--- src/rtl/esp_sid_pkg.sv ---
// Shared defaults and constants for the SID phi2 clock generator and heartbeat block.
package esp_sid_pkg;

  localparam int unsigned CLK_HZ_DEF     = 32'd100_000_000;
  localparam int unsigned SID_HALF_DEF   = 32'd50;
  localparam int unsigned BLINK_HALF_DEF = 32'd50_000_000;
  localparam int unsigned ACC_W          = 32'd32;
  localparam logic [31:0] PAL_INC_DEF    = 32'd42_316_079;

  // Counter width for a 0..n-1 range; never narrower than one bit.
  function automatic int unsigned cnt_width(input int unsigned n);
    return (n > 32'd1) ? $clog2(n) : 32'd1;
  endfunction

endpackage

--- src/rtl/esp_sid_clkgen.sv ---
// SID phi2 clock generator: integer half-period divider by default, or a
// 32-bit phase accumulator when ESP_SID_PAL_EN is defined.
module esp_sid_clkgen
  import esp_sid_pkg::*;
#(
`ifdef ESP_SID_PAL_EN
  parameter logic [ACC_W-1:0] PAL_INC = PAL_INC_DEF
`else
  parameter int unsigned SID_HALF = SID_HALF_DEF
`endif
) (
  input  logic clk,
  input  logic rst,
  output logic sid_clk
);

`ifdef ESP_SID_PAL_EN

  logic [ACC_W-1:0] acc_q;
  logic [ACC_W-1:0] acc_d;

  // Phase step, wraps modulo 2^ACC_W.
  always_comb begin
    acc_d = acc_q + PAL_INC;
  end

  // Accumulator register with synchronous active-low reset.
  always_ff @(posedge clk) begin
    if (!rst) begin
      acc_q <= {ACC_W{1'b0}};
    end else begin
      acc_q <= acc_d;
    end
  end

  // MSB of the accumulator is itself a flop output.
  assign sid_clk = acc_q[ACC_W-1];

`else

  localparam int unsigned    CW       = cnt_width(SID_HALF);
  localparam logic [CW-1:0]  CNT_LAST = CW'(SID_HALF - 32'd1);
  localparam logic [CW-1:0]  CNT_ONE  = CW'(32'd1);

  logic [CW-1:0] cnt_q;
  logic [CW-1:0] cnt_d;
  logic          sid_clk_q;
  logic          sid_clk_d;

  // Half-period count; toggle the output on the same edge as the wrap.
  always_comb begin
    cnt_d     = cnt_q;
    sid_clk_d = sid_clk_q;
    if (cnt_q == CNT_LAST) begin
      cnt_d     = {CW{1'b0}};
      sid_clk_d = ~sid_clk_q;
    end else begin
      cnt_d     = cnt_q + CNT_ONE;
      sid_clk_d = sid_clk_q;
    end
  end

  // Divider state with synchronous active-low reset.
  always_ff @(posedge clk) begin
    if (!rst) begin
      cnt_q     <= {CW{1'b0}};
      sid_clk_q <= 1'b0;
    end else begin
      cnt_q     <= cnt_d;
      sid_clk_q <= sid_clk_d;
    end
  end

  assign sid_clk = sid_clk_q;

`endif

endmodule

--- src/rtl/esp_sid_top.sv ---
// SID phi2 clock, 1 Hz heartbeat LED and reset-status LED.
// Define ESP_SID_PAL_EN to replace the integer divider with the PAL phase accumulator.
module esp_sid_top
  import esp_sid_pkg::*;
#(
  parameter int unsigned CLK_HZ     = CLK_HZ_DEF,
  parameter int unsigned SID_HALF   = SID_HALF_DEF,
  parameter int unsigned BLINK_HALF = BLINK_HALF_DEF,
  parameter logic [31:0] PAL_INC    = PAL_INC_DEF
) (
  input  logic clk,
  input  logic rst,
  output logic led_d1,
  output logic led_d2,
  output logic sid_clk
);

  if ((SID_HALF < 32'd2) || (BLINK_HALF < 32'd1) || (CLK_HZ == 32'd0)) begin : g_bad_params
    $error("esp_sid_top: SID_HALF must be >= 2, BLINK_HALF >= 1, CLK_HZ > 0");
  end

  localparam int unsigned   BW      = cnt_width(BLINK_HALF);
  localparam logic [BW-1:0] HB_LAST = BW'(BLINK_HALF - 32'd1);
  localparam logic [BW-1:0] HB_ONE  = BW'(32'd1);

  logic [BW-1:0] hb_cnt_q;
  logic [BW-1:0] hb_cnt_d;
  logic          led_d1_q;
  logic          led_d1_d;
  logic          led_d2_q;
  logic          led_d2_d;

  esp_sid_clkgen #(
`ifdef ESP_SID_PAL_EN
    .PAL_INC (PAL_INC)
`else
    .SID_HALF(SID_HALF)
`endif
  ) u_clkgen (
    .clk    (clk),
    .rst    (rst),
    .sid_clk(sid_clk)
  );

  // Heartbeat divider and reset-status LED next state.
  always_comb begin
    hb_cnt_d = hb_cnt_q;
    led_d1_d = led_d1_q;
    led_d2_d = ~rst;
    if (hb_cnt_q == HB_LAST) begin
      hb_cnt_d = {BW{1'b0}};
      led_d1_d = ~led_d1_q;
    end else begin
      hb_cnt_d = hb_cnt_q + HB_ONE;
      led_d1_d = led_d1_q;
    end
  end

  // LED state registers; led_d2 records the previous cycle's reset sample.
  always_ff @(posedge clk) begin
    if (!rst) begin
      hb_cnt_q <= {BW{1'b0}};
      led_d1_q <= 1'b0;
      led_d2_q <= 1'b1;
    end else begin
      hb_cnt_q <= hb_cnt_d;
      led_d1_q <= led_d1_d;
      led_d2_q <= led_d2_d;
    end
  end

  assign led_d1 = led_d1_q;
  assign led_d2 = led_d2_q;

endmodule

--- config.mk ---
export PLATFORM = sky130hd
export DESIGN_NAME = esp_sid_top
export DESIGN_NICKNAME = d
export VERILOG_FILES = /design/src/rtl/esp_sid_pkg.sv /design/src/rtl/esp_sid_clkgen.sv /design/src/rtl/esp_sid_top.sv
export SDC_FILE = /design/constraint.sdc
export NUM_CORES = 1
export LEC_CHECK = 0
export BUFFER_PORTS_ARGS = -buffer_cell sky130_fd_sc_hd__clkbuf_2
export CAP_MARGIN = 20
export CORE_MARGIN = 8
export CORE_UTILIZATION = 57
export CTS_CLUSTER_SIZE = 10
export DETAILED_ROUTE_END_ITERATION = 8
export PLACE_DENSITY_LB_ADDON = 0.1
export SYNTH_ARGS = -nofsm -noshare
export SYNTH_HDL_FRONTEND = slang
export SYNTH_HIERARCHICAL = 1
export SYNTH_SLANG_ARGS = --single-unit
--- constraint.sdc ---
create_clock -name clk -period 2.15 [get_ports clk]
set_input_delay 0.215 -clock clk [delete_from_list [all_inputs] [get_ports clk]]
set_output_delay 0.215 -clock clk [all_outputs]
set_load 0.02 [all_outputs]
==> results of run 1 <==
[layer usage]
layer	routed length [µm]	up-vias	global-route usage
met2	1263	17	0.1970
met1	1326	574	0.1654
li1	-	630	-
met3	102	4	0.04419
met5	0	-	0
met4	34	0	0.05115
[worst max-delay path: cells and delay by family, from the launching register on]
| family | cells | cell delay, ps |
|---|---|---|
| simple gates | 3 | 1380 |
| flops | 1 | 420 |
| compound gates | 1 | 140 |
[cells in the mapped netlist, drive strengths merged]
| master | instances | area share |
|---|---|---|
| dfxtp | 35 | 0.45 |
| nor2 | 25 | 0.061 |
| xnor2 | 13 | 0.074 |
| a21oi | 12 | 0.041 |
| o21ai | 12 | 0.041 |
| nand2 | 9 | 0.022 |
| nand3 | 9 | 0.029 |
| nand4 | 9 | 0.044 |
| or3 | 9 | 0.036 |
| inv | 7 | 0.017 |
| buf | 5 | 0.020 |
| nor3 | 4 | 0.013 |
| nor4 | 4 | 0.016 |
| or4 | 4 | 0.019 |
| xor2 | 4 | 0.023 |
| ha | 3 | 0.024 |
| and4 | 2 | 0.011 |
| o31ai | 2 | 0.0097 |
| or4b | 2 | 0.013 |
| a31o | 1 | 0.0057 |
| and3 | 1 | 0.0040 |
| nand4b | 1 | 0.015 |
| nor4bb | 1 | 0.0065 |
[cells by family (layout without fill, tap and decap cells)]
family                   count (synthesis)  count (layout)  synth area share
AO/OA/AOI/OAI                           27              27           0.09789
AND/OR/NAND/NOR                         80              80            0.2913
XOR/XNOR                                17              17           0.09628
flip-flops                              35              35            0.4531
buffers and inverters                   12              21           0.03722
adder cells (fa/ha/maj)                  3               3           0.02427
[path summary, 6_finish.rpt]
kind | to | slack (ps)
setup reg to reg | hb_cnt_q[23] | 150
hold / removal | led_d2 | 160
setup / recovery | hb_cnt_q[23] | 150
hold reg to reg | hb_cnt_q[0] | 480
[power groups by stage]
stage / Combinational, mW / Clock, mW / Sequential [mW]
floorplan: 0.0264 / 0 / 0.682
CTS: 0.0395 / 0.343 / 0.668
global route: 0.0439 / 0.371 / 0.670
detailed placement: 0.0394 / 0 / 0.683
finish: 0.0389 / 0.330 / 0.668
global placement: 0.0381 / 0 / 0.683
[state kept, by name (all words and copies together) (netlist names)]
name              cells
led_d1                1
u_clkgen/cnt_q        6
hb_cnt_q             26
led_d2                1
u_clkgen/sid_clk      1
[stage by stage]
stage	worst slack, ps	utilization
after floorplan	326.8	-
after global placement	215.2	0.6015
after detailed placement	170.8	0.6015
after CTS	138.7	0.6203
after global routing	1.191	0.6203
final	146.2	0.6203
[cell type report]
class	count	area, µm²	area share
Clock buffer	7	45.04	0.02727
Tap cell	31	38.79	0.02348
Clock inverter	1	5.005	0.003030
Sequential cell	35	700.7	0.4242
Multi-Input combinational cell	127	788.3	0.4773
Inverter	7	26.28	0.01591
Timing Repair Buffer	6	47.55	0.02879
==> flow_summary.toml, run 1 <==
[min_path]
hold_start = "rst"
hold_path.class = "in -> reg"
hold_depth = 2

[logic_synthesis]
ys_warn_count = 6
syn-cell-area_mm2 = 0.001546
syn_nets = 179
synth_cell_types = 28
synthCells = 174
syn_area_per_cell_um2 = 8.888
yosysSeqAreaShare = 0.4531
ys_ff_latch = 35

[cells_and_area]
final_common_cell = "dfxtp_1"
n_antenna_cell = 0
area_delta_synth_final_pct = 6.796
drive_above_1_share = 0.09836
final_cell_mix = "35 x dfxtp_1, 25 x nor2_1, 13 x xnor2_1"
fin_nets = 187
design_area_mm2 = 0.001652
stdcell_count = 214
n_fill_cell = 246

[timing]
worstMarginPinSlew_ps = 608.1
skew_ps = 4.837
rsz0062_at_grt = "false"
max_freq_ghz = 0.4990
hold_viol_final = 0
slew_headroom = 0.5908
period_needed_ps = 2004
fin_setup_tns_ps = 0
min_period_over_period = 0.9320
slew_viol_final = 0
setup_viol = 0
hold_ws_ps = 155.5

[route]
routed_wl_mm = 2.726
ant_nets = 0
drt-pass1-iter-count = 4
vias = 1225
drt-initial-drc-count = 56
viasPerCell = 5.724
drc = 0
wire_per_inst_um = 12.74

[placed_design]
hpwlAfterDp_mm = 2.017
gp_congestion = 0.7594
place_inst = 206
io_buffers = 4
dpl-instance-area_mm2 = 0.001602

[job]
drv_cap = 0

[clock_network]
cts-buffers-inserted = 5
clock_latency_ps = 320
cts_tree = "built"
clk_path_buf_depth = 2
post_cts_buffers = 0
cts_hold_buf = 0
clk_pin_slew_worst_paths_ps = 100
post_cts_resized = 0
numClockSinks = 35
cts-root-buf = "clkbuf_4"
htreeDepth = 2

[setup_path]
crit_start = "hb_cnt_q[4]"
required_ps = 2410
r2r_cells = 4
path_common_cell = "or4_1"
worstPathCellList = "nand4_2 > or4_1 > or4_1 > a21oi_1"
reg2reg_from = "hb_cnt_q[4]"
endpoint_kind = "flop"
critical_path.max_stage_delay_ps = 730
worst-path-max-fanout = 10
cp_slowest_cell = "or4_1"
crit_type = "reg -> reg"
critPathLaunchType = "flop"
crit_arrival_ps = 2260

[die]
die_h_um = 68.09
core_mm2 = 0.002663
die_area_mm2 = 0.004636
io_pins = 5
initial_core_util = 0.5808
die_w_um = 68.09
fp-row-count = 19

[global_routing]
grt_max_degree = 25
overflow = 0
antenna_found_initial = 0
grt_pass1_vias = 1069
track_usage = 0.1297
grt_pass1_wl_mm = 4.629

[power_and_ir_drop]
internal_power_mw = 0.8023
p_comb_frac = 0.038
power_density_mw_per_mm2 = 627.9
netSwitchingPower_mw = 0.2348
clkPwrFrac = 0.318
power.total_mw = 1.037
ir_worst_vdd_v = 0.0005204
seqPwrFrac = 0.644
power_leakage_nw = 0.5754
swShare = 0.2264

[outcome]
status = "complete, no violations"
Note: power is estimated with default switching activity, not from simulation.
==> run 2: changes to the inputs <==
- SYNTH_HIERARCHICAL: 1 -> default
==> run 2 against run 1 <==
Against the previous run: register-to-register slack about the same; combinational power down 2%; core utilization up 1.4 points; design area up 3.1%; worst hold slack worse by 9.6 ps; global-route usage up 1.5 points; via count up 5.2%; final cell count up 3.7%; non-clock buffer count up 4; clock-buffer cell count down 1; routed wire length up 7.6%; area after synthesis up 0.73%; largest cell class unchanged; largest power group unchanged; highest routed layer unchanged.
==> flow_summary.toml, run 2 <==
[outcome]
status = "complete, no violations"

[clock_network]
clock_latency_ps = 330
cts_tree = "built"
clk_pin_slew_worst_paths_ps = 90
cts_hold_buf = 0
htreeDepth = 2
clk_path_buf_depth = 2
cts-buffers-inserted = 5
post_cts_resized = 0
cts-root-buf = "clkbuf_4"
numClockSinks = 35
post_cts_buffers = 0

[logic_synthesis]
synth_simple_gate_area_frac = 0.2988
yosysSeqAreaShare = 0.4498
synth_cell_types = 30
syn_area_per_cell_um2 = 8.702
yosys-top-cells-count = "35 x dfxtp_1, 22 x nor2_1, 15 x a21oi_1"
netlist.area_leader.share = 0.4498
syn-cell-area_mm2 = 0.001558
synthArstFlopShare = 0
ys_ff_latch = 35
synth_compound_area_frac = 0.1133
synth-main-ff-cell = "dfxtp_1"
synthMuxAreaShare = 0
synthTopCellsByArea = "dfxtp_1 45%, xnor2_1 6.2%, nor2_1 5.3%, a21oi_1 4.8%, nand4_1 4.0%"
ys_warn_count = 0
synthAdderAreaFrac = 0.02410
yosysMostFrequentCell = "dfxtp_1"
synth_edf_count = 0
syn_nets = 184
synthCells = 179
synth_top_family_by_area = "simple AND/OR/NAND/NOR gates"
yosys.area_share.xor_xnor = 0.08434
yosysTopAreaCell = "dfxtp_1"

[timing]
rsz0062_at_grt = "false"
slew_viol_final = 0
max_freq_ghz = 0.5026
setup_viol = 0
slew_headroom = 0.7405
fin_setup_tns_ps = 0
skew_ps = 5.350
period_needed_ps = 1990
min_period_over_period = 0.9255
worstMarginPinSlew_ps = 386.6
hold_viol_final = 0

[die]
core_mm2 = 0.002686
io_pins = 5
fp-row-count = 19
die_h_um = 68.28
initial_core_util = 0.5799
die_area_mm2 = 0.004661
die_w_um = 68.28

[setup_path]
crit_arrival_ps = 2200
critPathLaunchType = "flop"
worst-path-max-fanout = 19
crit_start = "hb_cnt_q[7]"
endpoint_kind = "flop"
required_ps = 2360
reg2reg_from = "hb_cnt_q[7]"
crit_type = "reg -> reg"

[route]
drc = 0
drt-pass1-iter-count = 4
routed_wl_mm = 2.932
drt-initial-drc-count = 85
vias = 1289
wire_per_inst_um = 13.21
viasPerCell = 5.806
ant_nets = 0

[power_and_ir_drop]
clkPwrFrac = 0.332
power_leakage_nw = 0.5549
swShare = 0.2174
p_comb_frac = 0.036
ir_worst_vdd_v = 0.0004864
netSwitchingPower_mw = 0.2296
power_density_mw_per_mm2 = 620.1
seqPwrFrac = 0.632
internal_power_mw = 0.8263

[global_routing]
busiest_layer = "met2"
track_usage = 0.1444
grt_pass1_wl_mm = 5.147
grt_max_degree = 20
met2_usage = 0.2286
antenna_found_initial = 0
grt_use_met3 = 0.04419
overflow = 0
met1_usage = 0.1727
grt_pass1_vias = 1235

[cells_and_area]
final_common_cell = "dfxtp_1"
n_fill_cell = 242
n_antenna_cell = 0
drive_above_1_share = 0.1152
design_area_mm2 = 0.001703
top_regs = "hb_cnt_q: 26 flops, u_clkgen.cnt_q: 6 flops"
fin_nets = 196
largest_reg_flops = 26
final_cell_mix = "35 x dfxtp_1, 22 x nor2_1, 15 x a21oi_1"
area_delta_synth_final_pct = 9.317
largest_register = "hb_cnt_q"

[min_path]
hold_path.class = "in -> reg"
hold_start = "rst"

[job]
drv_cap = 0

[placed_design]
gp_congestion = 0.8608
dpl-instance-area_mm2 = 0.001647
hpwlAfterDp_mm = 2.195
io_buffers = 4
run 2: cell count changes in the layout (fill, tap and decap cells not counted), sizes merged, moves of 2 or more:
| cell | before | now |
|---|---|---|
| buf | 2 | 6 |
| nor4 | 4 | 0 |
| a21oi | 12 | 15 |
| nor2 | 25 | 22 |
| or4 | 4 | 7 |
| inv | 7 | 5 |
| nand2 | 9 | 11 |
| o21ai | 12 | 10 |
| o31ai | 2 | 4 |
| o41ai | 0 | 2 |
| xnor2 | 13 | 11 |
run 2: final timing paths:
check                           cells after the start  slack [ps]      endpoint
worst max-delay path                                5         160  hb_cnt_q[13]
worst min register to register                      1         450   hb_cnt_q[0]
worst min-delay path                                2         150        led_d2
worst max register to register                      5         160  hb_cnt_q[13]
run 2: layer usage:
| layer | up-vias | wire [µm] |
|---|---|---|
| met4 | 0 | 47 |
| met5 | - | 0 |
| met1 | 603 | 1423 |
| met2 | 9 | 1397 |
| met3 | 6 | 63 |
| li1 | 671 | - |
run 2: critical path, stage by stage (launching register included):
cell and delay, ps:
dfxtp_1 380, or4b_1 490, or4_4 540, o21ai_2 220, buf_12 180, a21oi_1 50
run 2: kinds of logic after synthesis:
group	count (synthesis)
buffers and inverters	10
AOI/OAI and AO/OA	31
adders and majority gates	3
DFF	35
and+or+nand+nor	85
xor gates and xnor gates	15
run 2: cell type report:
cell class	count	area [µm²]	share of cell area
clock buffer	6	51.30	0.03012
clock inverter	1	5.005	0.002939
timing repair buffer	10	77.57	0.04555
tap	31	38.79	0.02278
inverter	5	18.77	0.01102
multi-input combinational	134	810.8	0.4761
sequential	35	700.7	0.4115
run 2: power by group through the flow:
stage / sequential, mW / clock (mW) / combinational, mW
2_1_floorplan: 0.682 / 0 / 0.0252
3_3_place_gp: 0.681 / 0 / 0.0367
3_5_place_dp: 0.682 / 0 / 0.0386
4_1_cts: 0.667 / 0.368 / 0.0386
5_1_grt: 0.669 / 0.395 / 0.0440
6_report: 0.667 / 0.351 / 0.0382
run 2: through the flow:
stage / worst slack, ps / hold slack [ps] / utilization / total power [mW] / cells
after global placement: 188.8 / 429.1 / 0.6129 / 0.7182 / 215
after global routing: 47.53 / 138.6 / 0.6339 / 1.107 / 222
after CTS: 140.6 / 142.5 / 0.6339 / 1.074 / 222
after detailed placement: 152.7 / 441.8 / 0.6129 / 0.7204 / 215
after floorplan: 234.0 / 327.2 / - / 0.7067 / 179
final: 160.2 / 145.9 / 0.6339 / 1.056 / 222
